--- config.mk ---
export PLATFORM = sky130hd
export DESIGN_NAME = seq_div8
export DESIGN_NICKNAME = d
export VERILOG_FILES = /design/src/rtl/seq_div8.sv
export SDC_FILE = /design/constraint.sdc
export NUM_CORES = 1
export LEC_CHECK = 0
export CAP_MARGIN = 40
export CORE_UTILIZATION = 30
export DETAILED_ROUTE_END_ITERATION = 7
export PLACE_DENSITY = 0.56
export SLEW_MARGIN = 10
export SYNTH_ARGS = -nofsm -noshare
export SYNTH_HDL_FRONTEND = slang
export SYNTH_SLANG_ARGS = --single-unit
--- constraint.sdc ---
create_clock -name clk -period 5.5 [get_ports clk]
set_input_delay 1.65 -clock clk [delete_from_list [all_inputs] [get_ports clk]]
set_output_delay 1.65 -clock clk [all_outputs]
set_load 0.005 [all_outputs]
--- src/rtl/seq_div8.sv ---
// seq_div8: 8-bit unsigned sequential divider using the non-restoring
// algorithm. Eight RUN iterations follow the accept edge and one FIX edge
// applies the remainder correction, so done appears 9 edges after accept.
// A zero divisor is answered on the accept edge itself with q=FF, r=dividend.
module seq_div8 (
  input  logic       clk,
  input  logic       rst_n,
  input  logic       start,
  input  logic [7:0] dividend,
  input  logic [7:0] divisor,
  output logic [7:0] quotient,
  output logic [7:0] remainder,
  output logic       busy,
  output logic       done,
  output logic       div_zero
);

  typedef enum logic [1:0] {
    ST_IDLE = 2'd0,
    ST_RUN  = 2'd1,
    ST_FIX  = 2'd2
  } state_e;

  state_e     state_q, state_d;

  // Working registers: A is the 9-bit signed partial remainder, Q collects
  // quotient bits as the dividend shifts out, M holds the divisor.
  logic [8:0] a_q, a_d;
  logic [7:0] q_q, q_d;
  logic [7:0] m_q, m_d;
  logic [2:0] cnt_q, cnt_d;

  // Registered results and status.
  logic [7:0] quot_q, quot_d;
  logic [7:0] rem_q, rem_d;
  logic       busy_q, busy_d;
  logic       done_q, done_d;
  logic       dz_q, dz_d;

  // Shared 9-bit adder: subtract mode inverts M and injects carry-in 1.
  logic [8:0] add_a;
  logic [8:0] add_b;
  logic [8:0] add_sum;
  logic       add_sub;

  // Adder operand selection: RUN feeds the shifted partial remainder and
  // picks add/subtract from the pre-shift sign; FIX adds M back to A.
  always_comb begin
    // NOTE: every signal written here gets a default first, so no path
    // through the block can leave it unassigned and infer a latch.
    add_a   = a_q;
    add_sub = 1'b0;
    if (state_q == ST_RUN) begin
      add_a   = {a_q[7:0], q_q[7]};
      add_sub = ~a_q[8];
    end
    add_b   = add_sub ? ~{1'b0, m_q} : {1'b0, m_q};
    add_sum = add_a + add_b + {8'd0, add_sub};
  end

  // Next-state and datapath control for IDLE / RUN / FIX.
  always_comb begin
    state_d = state_q;
    a_d     = a_q;
    q_d     = q_q;
    m_d     = m_q;
    cnt_d   = cnt_q;
    quot_d  = quot_q;
    rem_d   = rem_q;
    busy_d  = busy_q;
    done_d  = 1'b0;
    dz_d    = dz_q;

    unique case (state_q)
      ST_IDLE: begin
        if (start) begin
          if (divisor != 8'd0) begin
            a_d     = 9'd0;
            q_d     = dividend;
            m_d     = divisor;
            cnt_d   = 3'd0;
            busy_d  = 1'b1;
            dz_d    = 1'b0;
            state_d = ST_RUN;
          end else begin
            // Division by zero finishes immediately and never goes busy.
            quot_d  = 8'hFF;
            rem_d   = dividend;
            dz_d    = 1'b1;
            done_d  = 1'b1;
          end
        end
      end

      ST_RUN: begin
        a_d   = add_sum;
        q_d   = {q_q[6:0], ~add_sum[8]};
        cnt_d = cnt_q + 3'd1;
        if (cnt_q == 3'd7) begin
          state_d = ST_FIX;
        end
      end

      ST_FIX: begin
        // A negative final partial remainder needs M added back once.
        if (a_q[8]) begin
          a_d = add_sum;
        end
        quot_d  = q_q;
        rem_d   = a_q[8] ? add_sum[7:0] : a_q[7:0];
        done_d  = 1'b1;
        busy_d  = 1'b0;
        state_d = ST_IDLE;
      end

      default: begin
        state_d = ST_IDLE;
        busy_d  = 1'b0;
      end
    endcase
  end

  // State register with synchronous active-low reset.
  always_ff @(posedge clk) begin
    // NOTE: sequential state uses non-blocking assignments so every flop
    // samples the pre-edge values, independent of statement order.
    if (!rst_n) begin
      // NOTE: the working registers are cleared too, not only the outputs,
      // so a division cut short by reset leaves no stale operands behind.
      state_q <= ST_IDLE;
      a_q     <= 9'd0;
      q_q     <= 8'd0;
      m_q     <= 8'd0;
      cnt_q   <= 3'd0;
      quot_q  <= 8'd0;
      rem_q   <= 8'd0;
      busy_q  <= 1'b0;
      done_q  <= 1'b0;
      dz_q    <= 1'b0;
    end else begin
      state_q <= state_d;
      a_q     <= a_d;
      q_q     <= q_d;
      m_q     <= m_d;
      cnt_q   <= cnt_d;
      quot_q  <= quot_d;
      rem_q   <= rem_d;
      busy_q  <= busy_d;
      done_q  <= done_d;
      dz_q    <= dz_d;
    end
  end

  assign quotient  = quot_q;
  assign remainder = rem_q;
  assign busy      = busy_q;
  assign done      = done_q;
  assign div_zero  = dz_q;

endmodule

==> summary.md <==
| Metric | Value |
|---|---|
| Initial antenna violation count | `0` |
| Drt drc | `0` |
| Total track usage | `0.140` |
| Clk slew on worst S/H paths | `100 ps` |
| Hpwl dp | `4.60 mm` |
| Row count | `35` |
| CP arrival | `3770 ps` |
| RD Place Congestion | `0.771` |
| Asr flop ratio synth | `0` |
| CTS max path bufs | `2` |
| CP Max Fanout | `34` |
| Yosys cell types | `50` |
| Worst-case reg-to-reg path depth | `9` |
| Clk root buf | `clkbuf_8` |
| Vias in the first global route | `2288` |
| Final Cell Area | `3400 um2` |
| Min cycle time layout | `3540 ps` |
| CORE AREA | `9240 um2` |
| Share of cells above drive strength 1 | `0.0630` |
| Final setup fails | `0` |
| EDFF count, synth | `0` |
| First-pass GRT wire length | `11.1 mm` |
| Mux contribution to synthesized area | `0.0758` |
| Iter 0 DRT Violations | `68` |
| Setup TNS | `0 ps` |
| Max-slew violations | `0` |
| Die Ht | `99.6 um` |
| Dpl cells | `470` |
| Area of the multi-input gates | `1710 um2` |
| Pin count of the biggest net entering global routing | `54` |
| Syn Nets | `360` |
| Most frequent cells in the layout | `49 x dfxtp_1, 43 x nand2_1, 37 x clkdlybuf4s50_1` |
| Reg2reg setup slack | `2330 ps` |
| Met2 WL post-DR | `3.10 mm` |
| Number of CTS-inserted buffers | `5` |
| DP Area | `3310 um2` |
| Startpoint types | `input pin` |
| Worst Path Class, Setup | `in -> reg` |
| CTS tree | `done` |
| Worst flop-to-flop path endpoint | `q_q[0]$_SDFFE_PN0P_` |
| Min-delay worst type | `reg -> reg` |
| Synthesized area per cell | `8.76 um2` |
| Fmax | `283 MHz` |
| Clock Skew | `5.55 ps` |
| Via count | `2289` |
| YS warnings | `0` |
| Reg area | `981 um2` |
| Die span in x | `99.6 um` |
| Predominant post-synthesis flop cell | `dfxtp_1` |
| Fill cell count | `958` |
| Maxcap violations | `0` |
| Pre-CTS WS | `1640 ps` |
| Pwr Density | `238 nW/um2` |
| Mapped cell area | `2860 um2` |
| Clock latency on the worst-skew pair | `300 ps` |
| VDD IR max | `0.108 mV` |
| IO Count | `38` |
| H-tree levels | `2` |
| Crit end category | `flip-flop` |
| Max-slew headroom | `0.515` |
| Post-synthesis xor/xnor area fraction | `0.0521` |
| CTS sink cnt | `49` |
| Post-CTS Hold Fix Bufs | `0` |
| Met1 WL | `3.11 mm` |
| Post-synthesis adder-cell area fraction | `0.0683` |
| Layout overhead on the synthesized area | `19.0%` |
| Commonest non-fill, non-tap cell in the layout | `dfxtp_1` |
| Power, Total | `809 uW` |
| End of the critical path | `remainder[4]$_SDFFE_PN0P_` |
| Post-synthesis compound-gate area fraction | `0.231` |
| Largest family of logic cells by synthesized area | `compound AO/OA/AOI/OAI gates` |
| Layout Nets | `382` |
| Highest routed layer | `met4` |
| Post-CTS Setup Bufs | `0` |
| Met3 wire len | `111 um` |
| DIE AREA | `9920 um2` |
| Outcome | `finished, final reports clean` |
| Cells after Synth | `326` |
| Worst-Margin Slew | `727 ps` |
| PnR worst setup slack | `1960 ps` |
| Final hold violations | `0` |
| RSZ-0062 raised after global routing | `false` |
| DRT Pass-1 Iters | `4` |
| Initial Util | `0.309` |
| WL/cell | `13.5 um` |
| IO buf count | `37` |
| Post-route ant nets | `0` |
| Worst EP required | `5730 ps` |
| WL final | `6.44 mm` |
| Layout Cells excl Fill | `478` |
| Worst R2R Start | `a_q[8]$_SDFFE_PN0P_` |
| Final period utilization | `0.643` |
| Via density | `4.79` |
| Synth Area in Simple Gates | `0.173` |
| WHS Path Cells | `2` |
| LEAKAGE | `1.36 nW` |
| Total gr overflow | `0` |
| Synthesis-stage register bit count | `49` |
| Sequential share of the synthesized area | `0.343` |
| Diodes inserted | `0` |
| Crit. Startpoint | `divisor[7]` |
| Post-cts repair resize count | `0` |
## worst max-delay path: stages
cell and delay, ps:
clkdlybuf4s50_1 420, nor4_1 350, nand2_1 280, o2bb2ai_4 670
o211ai_1 200, o22ai_1 190
## report_power, final
group | internal, mW | switching, mW
Combinational | 0.0891 | 0.107
Sequential | 0.375 | 0.0151
Clock | 0.0907 | 0.133
Total | 0.555 | 0.254
## worst min path at each step
| stage | startpoint | endpoint | slack, ps |
|---|---|---|---|
| global placement | remainder[4]$_SDFFE_PN0P_ | remainder[4]$_SDFFE_PN0P_ | 470 |
| detailed placement | a_q[4]$_SDFFE_PN0P_ | a_q[4]$_SDFFE_PN0P_ | 470 |
| CTS | a_q[4]$_SDFFE_PN0P_ | a_q[4]$_SDFFE_PN0P_ | 490 |
| floorplan | a_q[4]$_SDFFE_PN0P_ | a_q[4]$_SDFFE_PN0P_ | 450 |
| finish | remainder[0]$_SDFFE_PN0P_ | remainder[0]$_SDFFE_PN0P_ | 490 |
| global route | remainder[0]$_SDFFE_PN0P_ | remainder[0]$_SDFFE_PN0P_ | 510 |
## metrics by stage
| step | util | hold WS [ps] |
|---|---|---|
| final | 0.368 | 485 |
| after global routing | 0.368 | 513 |
| after CTS | 0.368 | 491 |
| after detailed placement | 0.358 | 474 |
| after global placement | 0.357 | 471 |
| after floorplan | - | 451 |
## layer usage
metal	GRT usage	vias up
li1	-	1189
met5	0	-
met2	0.232	27
met1	0.182	1063
met4	0.0543	0
met3	0.0239	10
## Yosys cell counts, types with 2 or more instances
cell type	number	share of area
dfxtp_1	49	0.34
o2111ai_1	2	0.0061
mux2_2	5	0.020
buf_2	9	0.016
a21boi_1	3	0.0079
buf_1	4	0.0053
o21ai_0	15	0.026
mux2i_1	16	0.056
o211a_1	16	0.056
nor2b_1	8	0.018
xnor2_1	14	0.043
a21boi_0	12	0.032
clkbuf_1	11	0.014
nor4_1	2	0.0044
and2_1	7	0.015
o211ai_1	6	0.016
ha_1	14	0.061
a22oi_1	2	0.0053
nand2b_1	2	0.0044
a21oi_1	7	0.012
inv_1	14	0.018
nand3b_1	9	0.024
a21o_1	2	0.0053
nor2_1	12	0.016
a31oi_1	3	0.0066
nand3_1	10	0.018
nand2_1	43	0.057
o21a_1	5	0.013
xor2_1	3	0.0092
## sequential cells by signal, indices dropped and copies added, names as in the netlist
name       flops
done           1
state_q        2
cnt_q          3
quotient       8
a_q            9
q_q            8
div_zero       1
m_q            8
busy           1
remainder      8
## cell families (layout without fill, tap and decap cells)
kind of cell,Yosys count,count (layout)
AND/OR/NAND/NOR,100,100
AO/OA/AOI/OAI,85,85
flip-flops,49,49
buffers and inverters,39,62
multiplexers,21,21
XOR/XNOR,17,17
adder cells (fa/ha/maj),15,15
## area by class of cell
cell class / instances / area share
multi-input combinational: 238 / 0.504
sequential: 49 / 0.289
timing repair buffer: 40 / 0.118
tap: 129 / 0.0475
clock buffer: 5 / 0.0202
inverter: 14 / 0.0155
clock inverter: 3 / 0.00626
(Power assumes the default switching activity.)
